File: src/rtl/drive_pkg.sv
// Shared definitions for the IR drive command stage.
//   - state_t      : drive FSM states
//   - KEY_*        : IR key codes carried in frame bits [23:16]
//   - CMD_*        : one-hot commands understood by the motor controller
//   - MS_*         : encoded drive state reported in the status byte
//   - make_stat()  : builds the status byte sent toward the UART
package drive_pkg;

    typedef enum logic [1:0] {
        IDLE    = 2'd0,
        DRIVE   = 2'd1,
        BLOCKED = 2'd2
    } state_t;

    localparam logic [7:0] KEY_FWD   = 8'h02;
    localparam logic [7:0] KEY_LEFT  = 8'h04;
    localparam logic [7:0] KEY_BRAKE = 8'h05;
    localparam logic [7:0] KEY_RIGHT = 8'h06;
    localparam logic [7:0] KEY_BACK  = 8'h08;

    localparam logic [7:0] CMD_NONE  = 8'h00;
    localparam logic [7:0] CMD_FWD   = 8'h02;
    localparam logic [7:0] CMD_LEFT  = 8'h08;
    localparam logic [7:0] CMD_BRAKE = 8'h10;
    localparam logic [7:0] CMD_RIGHT = 8'h20;
    localparam logic [7:0] CMD_BACK  = 8'h80;

    localparam logic [2:0] MS_IDLE  = 3'd0;
    localparam logic [2:0] MS_FWD   = 3'd1;
    localparam logic [2:0] MS_LEFT  = 3'd2;
    localparam logic [2:0] MS_BRAKE = 3'd3;
    localparam logic [2:0] MS_RIGHT = 3'd4;
    localparam logic [2:0] MS_BACK  = 3'd5;

    // Bit 0 is always set so that no real status equals the reset
    // value of the sender's last_sent register.
    function automatic logic [7:0] make_stat(input logic [3:0] prox,
                                             input logic [2:0] mstat);
        return {prox, mstat, 1'b1};
    endfunction

endpackage

File: src/rtl/status_sender.sv
// Change-driven status sender with a valid/ready output.
// Whenever the idle sender sees a status different from the last one
// delivered, it captures it and offers it until accepted.
//   clk, rst : clock, synchronous active-high reset
//   status   : current status (live)
//   ready    : consumer accepts the offered word
//   data     : captured word, stable while valid && !ready
//   valid    : data is being offered
module status_sender #(
    parameter int W = 8
) (
    input  logic         clk,
    input  logic         rst,
    input  logic [W-1:0] status,
    input  logic         ready,
    output logic [W-1:0] data,
    output logic         valid
);

    logic [W-1:0] last_sent;

    always_ff @(posedge clk) begin
        if (rst) begin
            last_sent <= '0;
            data      <= '0;
            valid     <= 1'b0;
        end else if (valid) begin
            if (ready) begin
                last_sent <= data;
                valid     <= 1'b0;
            end
        end else if (status != last_sent) begin
            // Intermediate changes while an offer is pending are not
            // queued; the newest status is picked up once idle again.
            data  <= status;
            valid <= 1'b1;
        end
    end

endmodule

File: src/rtl/ir_drive_cmd.sv
// IR drive command stage: validates decoded IR frames, maps keys to the
// one-hot motor command, holds it for HOLD_MS after the last valid frame,
// vetoes forward motion when an obstacle is near, and reports every
// drive/proximity status change to the UART via status_sender.
//   clk, rst    : clock, synchronous active-high reset
//   ir_valid    : one-cycle pulse, ir_data holds a new frame
//   ir_data     : frame, [23:16] key, [31:24] complement of key
//   prox_level  : obstacle distance, 0 nearest .. 15 far
//   cmd         : registered one-hot drive command
//   motor_stat  : registered encoded drive state
//   stat_byte   : {prox_level, motor_stat, 1} as captured
//   stat_valid  : stat_byte offered, stat_ready accepts it
//   err_cnt     : saturating count of frames failing the complement check
module ir_drive_cmd
    import drive_pkg::*;
#(
    parameter int CLK_HZ   = 50_000_000,
    parameter int HOLD_MS  = 150,
    parameter int PROX_MIN = 2
) (
    input  logic        clk,
    input  logic        rst,
    input  logic        ir_valid,
    input  logic [31:0] ir_data,
    input  logic [3:0]  prox_level,
    output logic [7:0]  cmd,
    output logic [2:0]  motor_stat,
    output logic [7:0]  stat_byte,
    output logic        stat_valid,
    input  logic        stat_ready,
    output logic [7:0]  err_cnt
);

    localparam int HOLD_CYCLES     = CLK_HZ / 1000 * HOLD_MS;
    localparam int TW              = $clog2(HOLD_CYCLES + 1);
    localparam logic [TW-1:0] HOLD = TW'(HOLD_CYCLES);
    localparam logic [3:0] PROX_TH = 4'(PROX_MIN);

    state_t        state;
    logic [TW-1:0] timer;
    logic          fwd_lat;     // latched key is forward (veto applies)

    logic [7:0]    key;
    logic          frame_ok;
    logic          too_near;
    logic          key_hit;
    logic [7:0]    key_cmd;
    logic [2:0]    key_ms;
    logic          unused_low;

    assign key        = ir_data[23:16];
    assign frame_ok   = (ir_data[31:24] == ~key);
    assign too_near   = (prox_level <= PROX_TH);
    assign unused_low = ^ir_data[15:0];

    always_comb begin
        key_hit = 1'b1;
        key_cmd = CMD_NONE;
        key_ms  = MS_IDLE;
        case (key)
            KEY_FWD:   begin key_cmd = CMD_FWD;   key_ms = MS_FWD;   end
            KEY_LEFT:  begin key_cmd = CMD_LEFT;  key_ms = MS_LEFT;  end
            KEY_BRAKE: begin key_cmd = CMD_BRAKE; key_ms = MS_BRAKE; end
            KEY_RIGHT: begin key_cmd = CMD_RIGHT; key_ms = MS_RIGHT; end
            KEY_BACK:  begin key_cmd = CMD_BACK;  key_ms = MS_BACK;  end
            default:   key_hit = 1'b0;
        endcase
    end

    always_ff @(posedge clk) begin
        if (rst) begin
            state      <= IDLE;
            cmd        <= CMD_NONE;
            motor_stat <= MS_IDLE;
            timer      <= '0;
            fwd_lat    <= 1'b0;
            err_cnt    <= 8'd0;
        end else begin
            if (ir_valid && !frame_ok && err_cnt != 8'hFF)
                err_cnt <= err_cnt + 8'd1;

            if (ir_valid && frame_ok) begin
                // A valid frame overrides expiry and the proximity rules;
                // its own veto uses the prox_level of this same cycle.
                if (!key_hit) begin
                    state      <= IDLE;
                    cmd        <= CMD_NONE;
                    motor_stat <= MS_IDLE;
                    timer      <= '0;
                    fwd_lat    <= 1'b0;
                end else begin
                    timer   <= HOLD;
                    fwd_lat <= (key == KEY_FWD);
                    if (key == KEY_FWD && too_near) begin
                        state      <= BLOCKED;
                        cmd        <= CMD_BRAKE;
                        motor_stat <= MS_BRAKE;
                    end else begin
                        state      <= DRIVE;
                        cmd        <= key_cmd;
                        motor_stat <= key_ms;
                    end
                end
            end else begin
                case (state)
                    IDLE: ;
                    DRIVE, BLOCKED: begin
                        timer <= timer - TW'(1);
                        // Timer reaching 0 on this edge ends the hold, so
                        // the drive lasts exactly HOLD_CYCLES cycles.
                        if (timer <= TW'(1)) begin
                            state      <= IDLE;
                            cmd        <= CMD_NONE;
                            motor_stat <= MS_IDLE;
                            timer      <= '0;
                        end else if (state == DRIVE && fwd_lat && too_near) begin
                            state      <= BLOCKED;
                            cmd        <= CMD_BRAKE;
                            motor_stat <= MS_BRAKE;
                        end else if (state == BLOCKED && !too_near) begin
                            state      <= DRIVE;
                            cmd        <= CMD_FWD;
                            motor_stat <= MS_FWD;
                        end
                    end
                    default: begin
                        state      <= IDLE;
                        cmd        <= CMD_NONE;
                        motor_stat <= MS_IDLE;
                        timer      <= '0;
                    end
                endcase
            end
        end
    end

    status_sender #(.W(8)) u_sender (
        .clk    (clk),
        .rst    (rst),
        .status (make_stat(prox_level, motor_stat)),
        .ready  (stat_ready),
        .data   (stat_byte),
        .valid  (stat_valid)
    );

endmodule

File: config.mk
export PLATFORM = sky130hd
export DESIGN_NAME = ir_drive_cmd
export DESIGN_NICKNAME = d
export VERILOG_FILES = /design/src/rtl/drive_pkg.sv /design/src/rtl/status_sender.sv /design/src/rtl/ir_drive_cmd.sv
export SDC_FILE = /design/constraint.sdc
export NUM_CORES = 1
export LEC_CHECK = 0
export BUFFER_PORTS_ARGS = -buffer_cell sky130_fd_sc_hd__buf_2
export CAP_MARGIN = 10
export CORE_MARGIN = 1.5
export CORE_UTILIZATION = 40
export CTS_CLUSTER_DIAMETER = 200
export DETAILED_ROUTE_END_ITERATION = 8
export PLACE_DENSITY = 0.66
export SYNTH_ARGS = -nofsm -noshare
export SYNTH_HDL_FRONTEND = slang
export SYNTH_SLANG_ARGS = --single-unit
File: constraint.sdc
create_clock -name clk -period 4.1 [get_ports clk]
set_input_delay 0.82 -clock clk [delete_from_list [all_inputs] [get_ports clk]]
set_output_delay 0.82 -clock clk [all_outputs]
set_load 0.01 [all_outputs]
# Word-level counts from Yosys, hierarchy flattened
# Index checks and enable logic that the tools add are counted.
[word_totals]
ff_bits = 62
inputBits = 40
out_inout_bits = 28
elab_cells = 74
[classes]
n_addsub = 2
magnitude_cmp = 2
n_eq_ne = 12
mux = 32
bitwise = 2
n_reduce_logical = 15
[ops]
columns = ["cell", "n"]
rows = [
  ["2-to-1 mux 23 bit", 3],
  ["2-to-1 mux 8 bit", 6],
  ["case mux 23 bit (2 select lines)", 1],
  ["case mux 8 bit (5 select lines)", 1],
  ["equality test 8 x 3 -> 1 bit, second input constant", 3],
  ["<= comparator 23 x 1 -> 1 bit, second input constant", 1],
  ["subtractor 23 x 1 -> 23 bit, second input constant", 1],
  ["2-to-1 mux 3 bit", 6],
  ["case mux 8 bit (2 select lines)", 1],
  ["case mux 3 bit (5 select lines)", 1],
  ["2-to-1 mux 2 bit", 6],
  ["adder 8 x 1 -> 8 bit, second input constant", 1],
  ["equality test 8 x 2 -> 1 bit, second input constant", 1],
  ["equality test 8 x 4 -> 1 bit, second input constant", 1],
  ["equality test 8 bit", 1],
  ["!= test 8 bit", 1],
  ["!= test 8 bit, second input constant", 1],
  ["NOT 8 bit", 1],
  ["logical AND 1 bit", 7],
  ["case mux 3 bit (2 select lines)", 1],
  ["AND reduction 2 bit", 3],
  ["2-to-1 mux 1 bit", 5],
  ["!= test 5 bit, second input constant", 1],
  ["OR reduction 5 bit", 1],
  ["other kinds (9)", 10],
]

# Logic depth before layout (Yosys ltp)
# Gate-level depths: netlist of the first run.
[depth]
ltp_word = 8
ltp_mapped = 8
depth_no_buf = 8

# Modules after synthesis
# A second synthesis of the first run with hierarchy kept.
[unflattened]
hier_cells = 375
hier_area_um2 = 3209.3
[modules_own_cells]
columns = ["module", "n_inst", "cells_each", "area_per_inst_um2", "seq_area_each_um2"]
rows = [
  ["ir_drive_cmd", 1, 291, 2432.3, 840.8],
  ["status_sender", 1, 84, 777.0, 340.3],
]

# Worst setup path before layout of the first run
# Ideal clock, no wire load.
[synth_path]
path_type = "input-to-reg"
startpoint = "input port ir_data[17]"
endpoint = "register timer[10]"
t_arrival_ns = 2.189
setup_slack_ns = 1.796
path_stages = 8
path_buffers = 2
path_cell_list = "buf_2 > xor2_1 > nand4_1 > nor3_2 > nor2_1 > o21ai_4 > buf_6 > nor2_1"
[synth_via]
elab_chain_cells = 4
word_cells_on_any_way = 5
classes_between = "eq/ne (2); mux (1); bitwise (1); reduce/logical (1)"
[synth_rtl]
columns = ["element", "line", "source"]
rows = [
  ["start: declaration", "ir_drive_cmd.sv:24", "input logic [31:0] ir_data,"],
  ["NOT 8 bit *", "ir_drive_cmd.sv:52", "assign frame_ok = (ir_data[31:24] == ~key);"],
  ["equality test 8 bit *", "ir_drive_cmd.sv:52", ""],
  ["logical AND 1 bit *", "ir_drive_cmd.sv:82", "if (ir_valid && frame_ok) begin"],
  ["!= test 2 bit (no source line) or 2-to-1 mux 23 bit (tied branches)", "n/a", ""],
  ["end signal: assignment", "ir_drive_cmd.sv:108", "timer <= timer - TW'(1);"],
  ["end: declaration", "ir_drive_cmd.sv:40", "logic [TW-1:0] timer;"],
]
# Every way passes the cells marked *; elsewhere a longest branch is shown, timed or not.
# A chain may end at the register's enable or synchronous reset.

# Worst setup path after layout of the first run
[layout_path]
startpoint = "input port ir_data[20]"
endpoint = "register state[0]"
[layout_via]
elab_chain_cells = 5
word_cells_on_any_way = 17
classes_between = "eq/ne (8); mux (4); bitwise (1); reduce/logical (4)"
[layout_rtl]
columns = ["element", "line", "source"]
rows = [
  ["equality test 8 x 2 -> 1 bit, or another cell as far along", "ir_drive_cmd.sv:60, ir_drive_cmd.sv:94", ""],
  ["OR reduction 5 bit (no source line), or another cell as far along", "n/a", ""],
  ["2-to-1 mux 1 bit, or another cell as far along", "ir_drive_cmd.sv:60", "case (key)"],
  ["2-to-1 mux 2 bit, or another cell as far along", "ir_drive_cmd.sv:85", "if (!key_hit) begin"],
  ["2-to-1 mux 2 bit or AND reduction 2 bit (tied branches)", "n/a", ""],
  ["end signal: assignment", "ir_drive_cmd.sv:72", "state <= IDLE;"],
  ["end signal: assignment", "ir_drive_cmd.sv:86", "state <= IDLE;"],
  ["end signal: assignment", "ir_drive_cmd.sv:95", "state <= BLOCKED;"],
  ["end: declaration", "ir_drive_cmd.sv:39", "state_t state;"],
]
# Parallel ways exist; a longest one is shown, timed or not.

==> results of run 1 <==
[worst register-to-register path, delay by kind of cell (launching register included)]
kind,cells,cell delay [ps]
AOI/OAI and AO/OA,3,640
DFF,1,400
and+or+nand+nor,2,900
buffers and inverters,1,80
adders and majority gates,1,190
[metrics by stage]
step                setup slack (ps)  util [%]  power [W]
floorplan                       1800         -    0.00169
global placement                1300      45.9    0.00188
detailed placement              1290      45.9    0.00191
CTS                             1650      49.0    0.00251
global route                    1410      49.0    0.00267
finish                          1620      49.0    0.00250
[worst max-delay path by stage]
stage / from / end / slack (ps)
final: ir_data[20] / state[0] / 1620
after global routing: ir_data[20] / timer[5] / 1410
after CTS: ir_data[20] / state[0] / 1650
after detailed placement: ir_data[20] / state[0] / 1290
after global placement: ir_data[20] / timer[21] / 1300
after floorplan: ir_data[17] / timer[10] / 1800
[cell type report]
class,instances,share of cell area (%)
flip-flops and latches,59,32.6
clock inverters,4,2.03
clock buffers,11,4.17
multi-input cells,269,50.5
well taps,99,3.41
inverters,7,0.724
repair buffers,48,6.62
[logic make-up after synthesis]
logic type               Yosys count  synth area share [%]
AO/OA/AOI/OAI                     75                  18.1
multiplexers                       8                  2.57
other                              1                 0.121
AND/OR/NAND/NOR                  144                  26.1
buffers and inverters             21                  3.42
adder cells (fa/ha/maj)            6                  2.41
flip-flops                        59                  38.0
XOR/XNOR                          33                  9.29
[power groups by stage]
stage          sequential [W]  combinational (W)  clock (W)
3_3_place_gp         0.000779            0.00110          0
4_1_cts              0.000773            0.00112   0.000615
5_1_grt              0.000791            0.00124   0.000640
2_1_floorplan        0.000770           0.000921          0
6_report             0.000774            0.00112   0.000600
3_5_place_dp         0.000785            0.00112          0
[sequential cells by signal, indices dropped and copies added, names as in the netlist]
signal / flops
cmd: 5
err_cnt: 8
u_sender.last_sent: 8
fwd_lat: 1
u_sender.valid: 1
state: 2
timer: 23
motor_stat: 3
u_sender.data: 8
[routing by layer]
| layer | global-route usage (%) | routed length, um | vias to the layer above |
|---|---|---|---|
| li1 | - | - | 1349 |
| met1 | 25.2 | 3530 | 1273 |
| met2 | 27.4 | 3060 | 63 |
| met3 | 4.19 | 280 | 6 |
| met4 | 6.51 | 101 | 0 |
| met5 | 0 | 0 | - |
[placed cells by master, fill, tap and decap left out, drive strengths merged, types with 7 or more instances in the layout]
| cell | synthesis | routed |
|---|---|---|
| mux2i | 8 | 8 |
| xnor2 | 17 | 17 |
| nor2 | 52 | 52 |
| xor2 | 16 | 16 |
| nand2 | 18 | 18 |
| buf | 7 | 48 |
| nand4 | 10 | 10 |
| nor4 | 9 | 9 |
| inv | 7 | 7 |
| nand3 | 16 | 16 |
| o21ai | 11 | 11 |
| dfxtp | 59 | 59 |
| clkbuf | 7 | 11 |
| nor3 | 9 | 9 |
| a21oi | 24 | 24 |
==> results by group, run 1 <==
Clock network
  • CTS tree: yes
  • Root buf cell: clkbuf_8
  • Num CTS Buffers: 9
  • Clock tree buffer depth: 2
  • Number of H-tree levels: 3
  • # resized after CTS: 0
  • Clock Latency Late Sink: about 340 ps
  • Clk sinks: between 50 and 60
  • Postcts setup bufs: 0
  • Cts hold-fix bufs: 0
  • Clock transition at path regs: around 70 ps

Critical path
  • Crit Path Class: input pin to flop
  • Critical path startpoint category: input pin
  • R2R setup slack: approximately 1800 ps
  • CP Capture Type: flop
  • WP data required: 4380 ps
  • FF-to-FF path depth: 7
  • Crit-path cells: buf_2, nor4_1, o21ai_0, or3_1, nor2_1, o22a_1
  • Buf+Inv Stages, Crit Path: 1
  • Terminus of the critical flop-to-flop path: timer[17]
  • Crit-path max FO: 6
  • Worst Path Arrival: between 2000 and 3000 ps
  • Crit-path max cell delay: approximately 740 ps
  • Worst path slowest cell: nor4_1
  • Crit path depth: 6
  • Reg-to-reg startpoint: timer[1]
  • Largest delay contributor family on the critical path: simple AND/OR/NAND/NOR gates

Floorplan
  • Initial Util: a little over two fifths
  • Standard-cell row count: 31
  • Die width: around 90 um
  • Core Footprint: approximately 0.0074 mm2
  • Die height: ~91 um
  • Io pins: between 60 and 70
  • Die area: 0.00832 mm2

Pwr
  • Static leakage: roughly 1.4 nW
  • Seq pwr share: between 30% and 40%
  • Clock network fraction of design power: 24.0%
  • Combinational share of power: ~45%
  • VDD IR-drop max: ~0.30 mV
  • Switching share of power: 40.4%
  • Power Density: around 690 mW/mm2
  • Pint: around 0.0015 W
  • Sw power: between 0.001 and 0.0015 W

Layout
  • Final nets: 440
  • Cell area after layout: between 0.003 and 0.004 mm2
  • Number of fill cells: about 700
  • Area of the multi-input gates: between 0.0015 and 0.002 mm2
  • Share of cells above drive strength 1: 22.9%
  • Finished Layout Cells: slightly below 500
  • Register area: about 0.0012 mm2
  • Antenna diodes: 0
  • Layout area overhead: 16.6%

Timing
  • Setup_tns: 0 ps
  • Fin. max-slew vios: 0
  • Skew final: 12.1 ps
  • Worst-Margin Slew: 1060 ps
  • Rel. slew slack: 28.7%
  • Hold slack: about 460 ps
  • Final number of setup-violating endpoints: 0
  • Final min period: 2480 ps
  • Unrepaired setup endpoints after global routing: no
  • Final Cycle Share: between 60 and 70%
  • Fmax: 0.403 GHz
  • Final hold violations: 0

Worst hold path
  • Worst hold start: u_sender.last_sent[0]
  • End of the worst hold path: u_sender.last_sent[0]
  • Hold path cells: 2
  • HP Class: flop to flop

Synthesis
  • Mapped Area: between 0.003 and 0.004 mm2
  • Synth top area cells: dfxtp_1, nor2_1, xnor2_1
  • YS warnings: 0
  • Post-synth ARST share: 0%
  • Most instantiated cells after synthesis: dfxtp_1, nor2_1, a21oi_1
  • Synth Flop Type: dfxtp_1
  • Yosys top cell area share: between 30% and 40%
  • Top-count cell post-synth: dfxtp_1
  • Mean Syn Cell Area: 8.97 um2
  • Synth area leader: dfxtp_1
  • Sequential area share after synthesis: about 38%
  • Number of distinct library cells after synthesis: 66
  • Post-synth EDFFs: 0
  • Post-Syn Instances: roughly 350
  • Seq cells post-synth: between 50 and 60

Global route
  • Initial antenna violation count: 0
  • Gr usage total: around 18%
  • Pin count of the biggest net entering global routing: 36
  • Global route overflow: 0
  • First-pass GRT wire length: about 12,000 um
  • Vias in the first global route: 2,574

Drt
  • DR vias/cell: around 5.4
  • Remaining DRCs: 0
  • Initial drt markers: around 170
  • Post-DRT Antenna Nets: 0
  • Final wirelength: 6970 um
  • Routed WL per cell: approximately 14 um
  • TritonRoute pass-1 iters: 5
  • Vias: roughly 2,700

Job
  • Max Cap Viol: 0

Placed design
  • Placer congestion estimate: 0.853
  • Cells after DPL: 482
  • Area after DPL: ~0.0034 mm2
  • Post-DP HPWL: between 5000 and 6000 um
  • PortBufs: between 40 and 50

Status
  • Status: finished clean
No activity file was read; power rests on OpenSTA's default activity.
==> inputs of run 2 (changes only) <==
- clock period: 4.1 -> 2.4 ns (I/O delays scaled with it)
==> results by group, run 2 (synthesized netlist as in run 1, its figures left out) <==
Timing
  • Skew final: 10.2 ps (-1.87 ps)
  • Rel. slew slack: 66.1% (+37 points)
  • Fin. max-slew vios: 0 (unchanged)
  • Fmax: ~0.45 GHz
  • Final min period: between 2000 and 2500 ps
  • Worst-Margin Slew: 504 ps (-557 ps)
  • Final Cycle Share: roughly 92%
  • Unrepaired setup endpoints after global routing: no
  • Setup_tns: 0 ps (unchanged)
  • Setup ws final: 180 ps (-1440 ps)
  • Final number of setup-violating endpoints: 0 (unchanged)
  • Final hold violations: 0 (unchanged)

Clock network
  • Number of H-tree levels: 3 (unchanged)
  • Clock Latency Late Sink: 340 ps (about the same)
  • Clk sinks: 59 (unchanged)
  • Root buf cell: clkbuf_8
  • Clock transition at path regs: 70 ps (about the same)
  • Cts hold-fix bufs: 0 (unchanged)
  • Postcts setup bufs: 0 (unchanged)
  • CTS tree: yes
  • # resized after CTS: 0 (unchanged)
  • Num CTS Buffers: 9 (unchanged)
  • Clock tree buffer depth: 2 (unchanged)

Critical path
  • Worst path slowest cell: or4_4
  • WP data required: 2620 ps (-1760 ps)
  • Crit-path max cell delay: 600 ps (-140 ps)
  • Largest delay contributor family on the critical path: simple AND/OR/NAND/NOR gates
  • Crit-path cells: or4_4, nor2_4, a41oi_4, o21ai_4, buf_4, a211oi_1
  • Crit-path max FO: 10 (+4)
  • Worst Path Arrival: 2440 ps (-320 ps)
  • Crit Path Class: flop to flop
  • Critical path startpoint category: flop
  • FF-to-FF path depth: 6 (-1)
  • CP Capture Type: flop
  • Crit path depth: 6 (unchanged)
  • Buf+Inv Stages, Crit Path: 1 (unchanged)

Layout
  • Most common cell after layout, fill and taps aside: dfxtp_1
  • Layout area overhead: 19.5%
  • Most frequent cells in the layout: dfxtp_1, nor2_1, buf_2
  • Antenna diodes: 0 (unchanged)
  • Cell area after layout: 0.00372 mm2 (+2.4%)
  • Final nets: 455 (+3.4%)
  • Share of cells above drive strength 1: 25.8% (+3.0 points)
  • Register with the most flip-flops: timer
  • Max reg flops: 23 (unchanged)

Floorplan
  • Core Footprint: 0.00741 mm2 (unchanged)
  • Initial Util: 42.0% (unchanged)
  • Standard-cell row count: 31 (unchanged)
  • Io pins: 68 (unchanged)
  • Die area: 0.00832 mm2 (unchanged)
  • Die height: 91.2 um (unchanged)
  • Die width: 91.2 um (unchanged)

Pwr
  • Static leakage: 1.49 nW (+3.8%)
  • Power Density: 1150 mW/mm2 (+67%)
  • Tot Pwr: 0.00428 W (+71%)
  • VDD IR-drop max: 0.445 mV (+47%)

Job
  • Max Cap Viol: 0 (unchanged)

Worst hold path
  • HP Class: input pin to flop
  • Hold path cells: 3 (+1)

Global route
  • Gr usage total: 18.3% (+0.12 points)
  • Vias in the first global route: 2,541 (-1.3%)
  • Initial antenna violation count: 0 (unchanged)
  • Pin count of the biggest net entering global routing: 26 (-28%)
  • Global route overflow: 0 (unchanged)
  • First-pass GRT wire length: 12,100 um (-1.1%)

Drt
  • Final wirelength: 7160 um (+2.8%)
  • Routed WL per cell: 14.0 um (-0.44%)
  • TritonRoute pass-1 iters: 4 (-1)
  • Vias: 2,715 (+0.89%)
  • Initial drt markers: 126 (-25%)
  • Post-DRT Antenna Nets: 0 (unchanged)
  • Remaining DRCs: 0 (unchanged)
  • DR vias/cell: 5.29 (-2.3%)

Status
  • Status: finished clean

Placed design
  • Placer congestion estimate: 0.851 (-0.16%)
  • Placement Setup Slack: 188 ps (-1100 ps)
  • Post-DP HPWL: 5300 um (+5.5%)
  • Area after DPL: 0.00352 mm2 (+3.3%)
  • PortBufs: 48 (unchanged)
[run 2: changes by cell type in the layout (fill, tap and decap cells not counted)]
cell	previous run	this run
clkinv_4	1	0
inv_6	0	1
clkinvlp_4	0	2
buf_4	0	15
clkbuf_8	11	10
bufinv_16	2	1
clkinv_2	1	2
[run 2: final timing paths]
kind	from	end	slack (ps)
max	timer[7]	timer[1]	180
min	prox_level[1]	u_sender.data[5]	430
max reg2reg	timer[7]	timer[1]	180
min reg2reg	u_sender.last_sent[0]	u_sender.last_sent[0]	460
[run 2: layout make-up]
class                           count  area (um2)
Sequential cell                    59        1180
Fill cell                         722        3690
Timing Repair Buffer               63         353
Clock inverter                      6        63.8
Clock buffer                       10         138
Multi-Input combinational cell    269        1830
Inverter                            7        26.3
Tap cell                           99         124
[run 2: worst register-to-register path, delay by kind of cell (launching register included)]
family	cells	cell delay, ps
compound gates	3	650
flops	1	370
buf+inv	1	240
simple gates	2	840
[run 2: stage by stage]
stage	utilization [%]	cells	hold slack, ps
floorplan	-	349	437
global placement	47.5	497	445
detailed placement	47.5	497	449
CTS	50.2	513	437
global route	50.2	513	455
finish	50.2	513	435
[run 2: power by group]
group / leakage [nW] / internal, W / total (W) / switching, W
combinational: 0.914 / 0.000835 / 0.00203 / 0.00120
sequential: 0.480 / 0.00115 / 0.00133 / 0.000182
clock: 0.0987 / 0.000507 / 0.000923 / 0.000416
[run 2: routing by layer]
layer  vias up  share of wire, %  global-route usage (%)
li1       1378                 -                       -
met1      1250                50                    24.7
met2        78                43                    27.7
met3         9               4.7                    4.52
met4         0               1.7                    7.42
met5         -                 0                       0
==> inputs of run 3 (changes only) <==
--- a/config.mk
+++ b/config.mk
@@ -9,8 +9,8 @@
 export CAP_MARGIN = 10
 export CORE_MARGIN = 1.5
-export CORE_UTILIZATION = 40
+export CORE_UTILIZATION = 45
 export CTS_CLUSTER_DIAMETER = 200
 export DETAILED_ROUTE_END_ITERATION = 8
-export PLACE_DENSITY = 0.66
+export PLACE_DENSITY = 0.75
 export SYNTH_ARGS = -nofsm -noshare
 export SYNTH_HDL_FRONTEND = slang
==> constraint.sdc (replaced) <==
create_clock -name clk -period 1.9 [get_ports clk]
set_input_delay 0.38 -clock clk [delete_from_list [all_inputs] [get_ports clk]]
set_output_delay 0.38 -clock clk [all_outputs]
set_load 0.005 [all_outputs]
==> results by group, run 3 (synthesized netlist as in run 1, its figures left out) <==
Status
  • Status: finished, violations left
  • Failing checks: setup timing

Floorplan
  • Die height: 86.2 um (-5.5%)
  • Die area: 0.00742 mm2 (-11%)
  • Core Footprint: 0.00676 mm2 (-8.8%)
  • Standard-cell row count: 30 (-3.2%)
  • Initial Util: 46.1% (+4.1 points)
  • Die width: 86.2 um (-5.5%)
  • Io pins: 68 (unchanged)

Clock network
  • Number of H-tree levels: 3 (unchanged)
  • Num CTS Buffers: 9 (unchanged)
  • Clock Latency Late Sink: 350 ps (about the same)
  • Clock tree buffer depth: 2 (unchanged)
  • Clk sinks: 59 (unchanged)
  • Root buf cell: clkbuf_8
  • Clock transition at path regs: 70 ps (about the same)
  • CTS tree: yes
  • Cts hold-fix bufs: 0 (unchanged)

Critical path
  • CP Capture Type: flop
  • Reg-to-reg startpoint: timer[16]
  • FF-to-FF path depth: 6 (unchanged)
  • Worst Path Arrival: 2340 ps (-100 ps)
  • R2R setup slack: -150 ps (-330 ps)
  • Critical path startpoint category: flop
  • WP data required: 2180 ps (-440 ps)
  • Terminus of the critical flop-to-flop path: cmd[4]
  • Crit Path Class: flop to flop
  • Crit-path max FO: 6 (-4)

Layout
  • Most common cell after layout, fill and taps aside: buf_4
  • Share of cells above drive strength 1: 43.6% (+18 points)
  • Max reg flops: 23 (unchanged)
  • Most frequent cells in the layout: buf_4, dfxtp_1, buf_2
  • Final nets: 516 (+13%)
  • Antenna diodes: 0 (unchanged)
  • Layout area overhead: 41.2%
  • Register with the most flip-flops: timer

Drt
  • Vias: 3,083 (+14%)
  • Post-DRT Antenna Nets: 0 (unchanged)
  • DR vias/cell: 5.55 (+5.0%)
  • Initial drt markers: 210 (+67%)
  • TritonRoute pass-1 iters: 5 (+1)
  • Final wirelength: 8670 um (+21%)
  • Routed WL per cell: 15.6 um (+12%)
  • Remaining DRCs: 0 (unchanged)

Timing
  • Fmax: 0.487 GHz (+8.2%)
  • Setup_tns: -3060 ps (-3060 ps)
  • Rel. slew slack: 64.1% (-2.1 points)
  • Hold slack: 283 ps (-151 ps)
  • Final Cycle Share: 108% (+16 points)
  • Final min period: 2050 ps (-167 ps)
  • Fin. max-slew vios: 0 (unchanged)
  • Worst-Margin Slew: 538 ps (+34.2 ps)
  • Setup ws final: -152 ps (-333 ps)
  • Skew final: 9.33 ps (-0.867 ps)
  • Final number of setup-violating endpoints: 33 (+33)
  • Unrepaired setup endpoints after global routing: yes
  • Final hold violations: 0 (unchanged)

Global route
  • Pin count of the biggest net entering global routing: 31 (+19%)
  • Global route overflow: 0 (unchanged)
  • Gr usage total: 24.1% (+5.8 points)
  • First-pass GRT wire length: 14,000 um (+16%)
  • Initial antenna violation count: 0 (unchanged)
  • Vias in the first global route: 3,051 (+20%)

Placed design
  • Placer congestion estimate: 0.878 (+3.1%)
  • Post-DP HPWL: 5920 um (+12%)
  • PortBufs: 48 (unchanged)

Worst hold path
  • Worst hold start: rst
  • End of the worst hold path: timer[22]
  • HP Class: input pin to flop
  • Hold path cells: 2 (-1)

Pwr
  • Power Density: 1640 mW/mm2 (+43%)
  • VDD IR-drop max: 0.797 mV (+79%)
  • Static leakage: 1.82 nW (+22%)

Job
  • Max Cap Viol: 0 (unchanged)
[run 3: changes by cell type in the layout (fill, tap and decap cells not counted), moves of 5 or more]
cell     change
buf_4       +55
buf_6        +6
a21oi_2      +6
nor2_4       +5
a21oi_1      -6
nor2_1      -12
nor2_2       +7
[run 3: layer usage]
layer	vias up	global-route usage [%]	wire [um]
met5	-	0	0
met2	84	43.5	4510
met1	1467	26.5	3560
li1	1504	-	-
met4	0	12.8	221
met3	28	4.91	386
[run 3: worst max path at each step]
stage          slack, ps        end  depth (start not counted)       from
2_1_floorplan       -100  timer[17]                          7   timer[1]
3_3_place_gp        -100     cmd[3]                          6  timer[16]
3_5_place_dp        -140     cmd[3]                          6  timer[16]
4_1_cts             -110     cmd[4]                          6  timer[16]
5_1_grt             -270  timer[13]                          8  timer[16]
6_report            -150     cmd[4]                          6  timer[16]
[run 3: per-stage QoR]
stage / area (um2) / util, % / total power (W) / setup slack (ps) / instances
after global placement: 3910 / 57.8 / 0.00490 / -105 / 532
after detailed placement: 3910 / 57.8 / 0.00501 / -143 / 532
final: 4390 / 65.0 / 0.00721 / -152 / 555
after global routing: 4390 / 65.0 / 0.00763 / -271 / 555
after floorplan: 3130 / - / 0.00364 / -101 / 349
after CTS: 4260 / 63.1 / 0.00679 / -111 / 554
[run 3: final cells by class]
type / count / area, um2
fillers: 549 / 2360
multi-input cells: 269 / 2020
flip-flops and latches: 59 / 1180
repair buffers: 124 / 833
clock buffers: 9 / 124
clock inverters: 7 / 101
well taps: 80 / 100
inverters: 7 / 26.3
[run 3: worst max-delay path, stage by stage, from the launching register on]
cell and delay [ps]:
dfxtp_2 320, or4_4 550, nor3_4 210, a41oi_4 250, a31oi_4 300, or2b_4 210, a2bb2oi_2 130
[run 3: repair_timing]
item                       in CTS  in global routing
pin swaps                       8                 19
setup buffers                   6                  1
resized for setup              22                 34
setup endpoints to repair      33                 41
[run 3: power by group]
part / switching [W] / internal [W] / total (W) / leakage (nW)
logic: 0.00215 / 0.00214 / 0.00430 / 1.24
registers: 0.000154 / 0.00145 / 0.00161 / 0.481
clock network: 0.000565 / 0.000746 / 0.00131 / 0.106
total: 0.00287 / 0.00434 / 0.00721 / 1.82
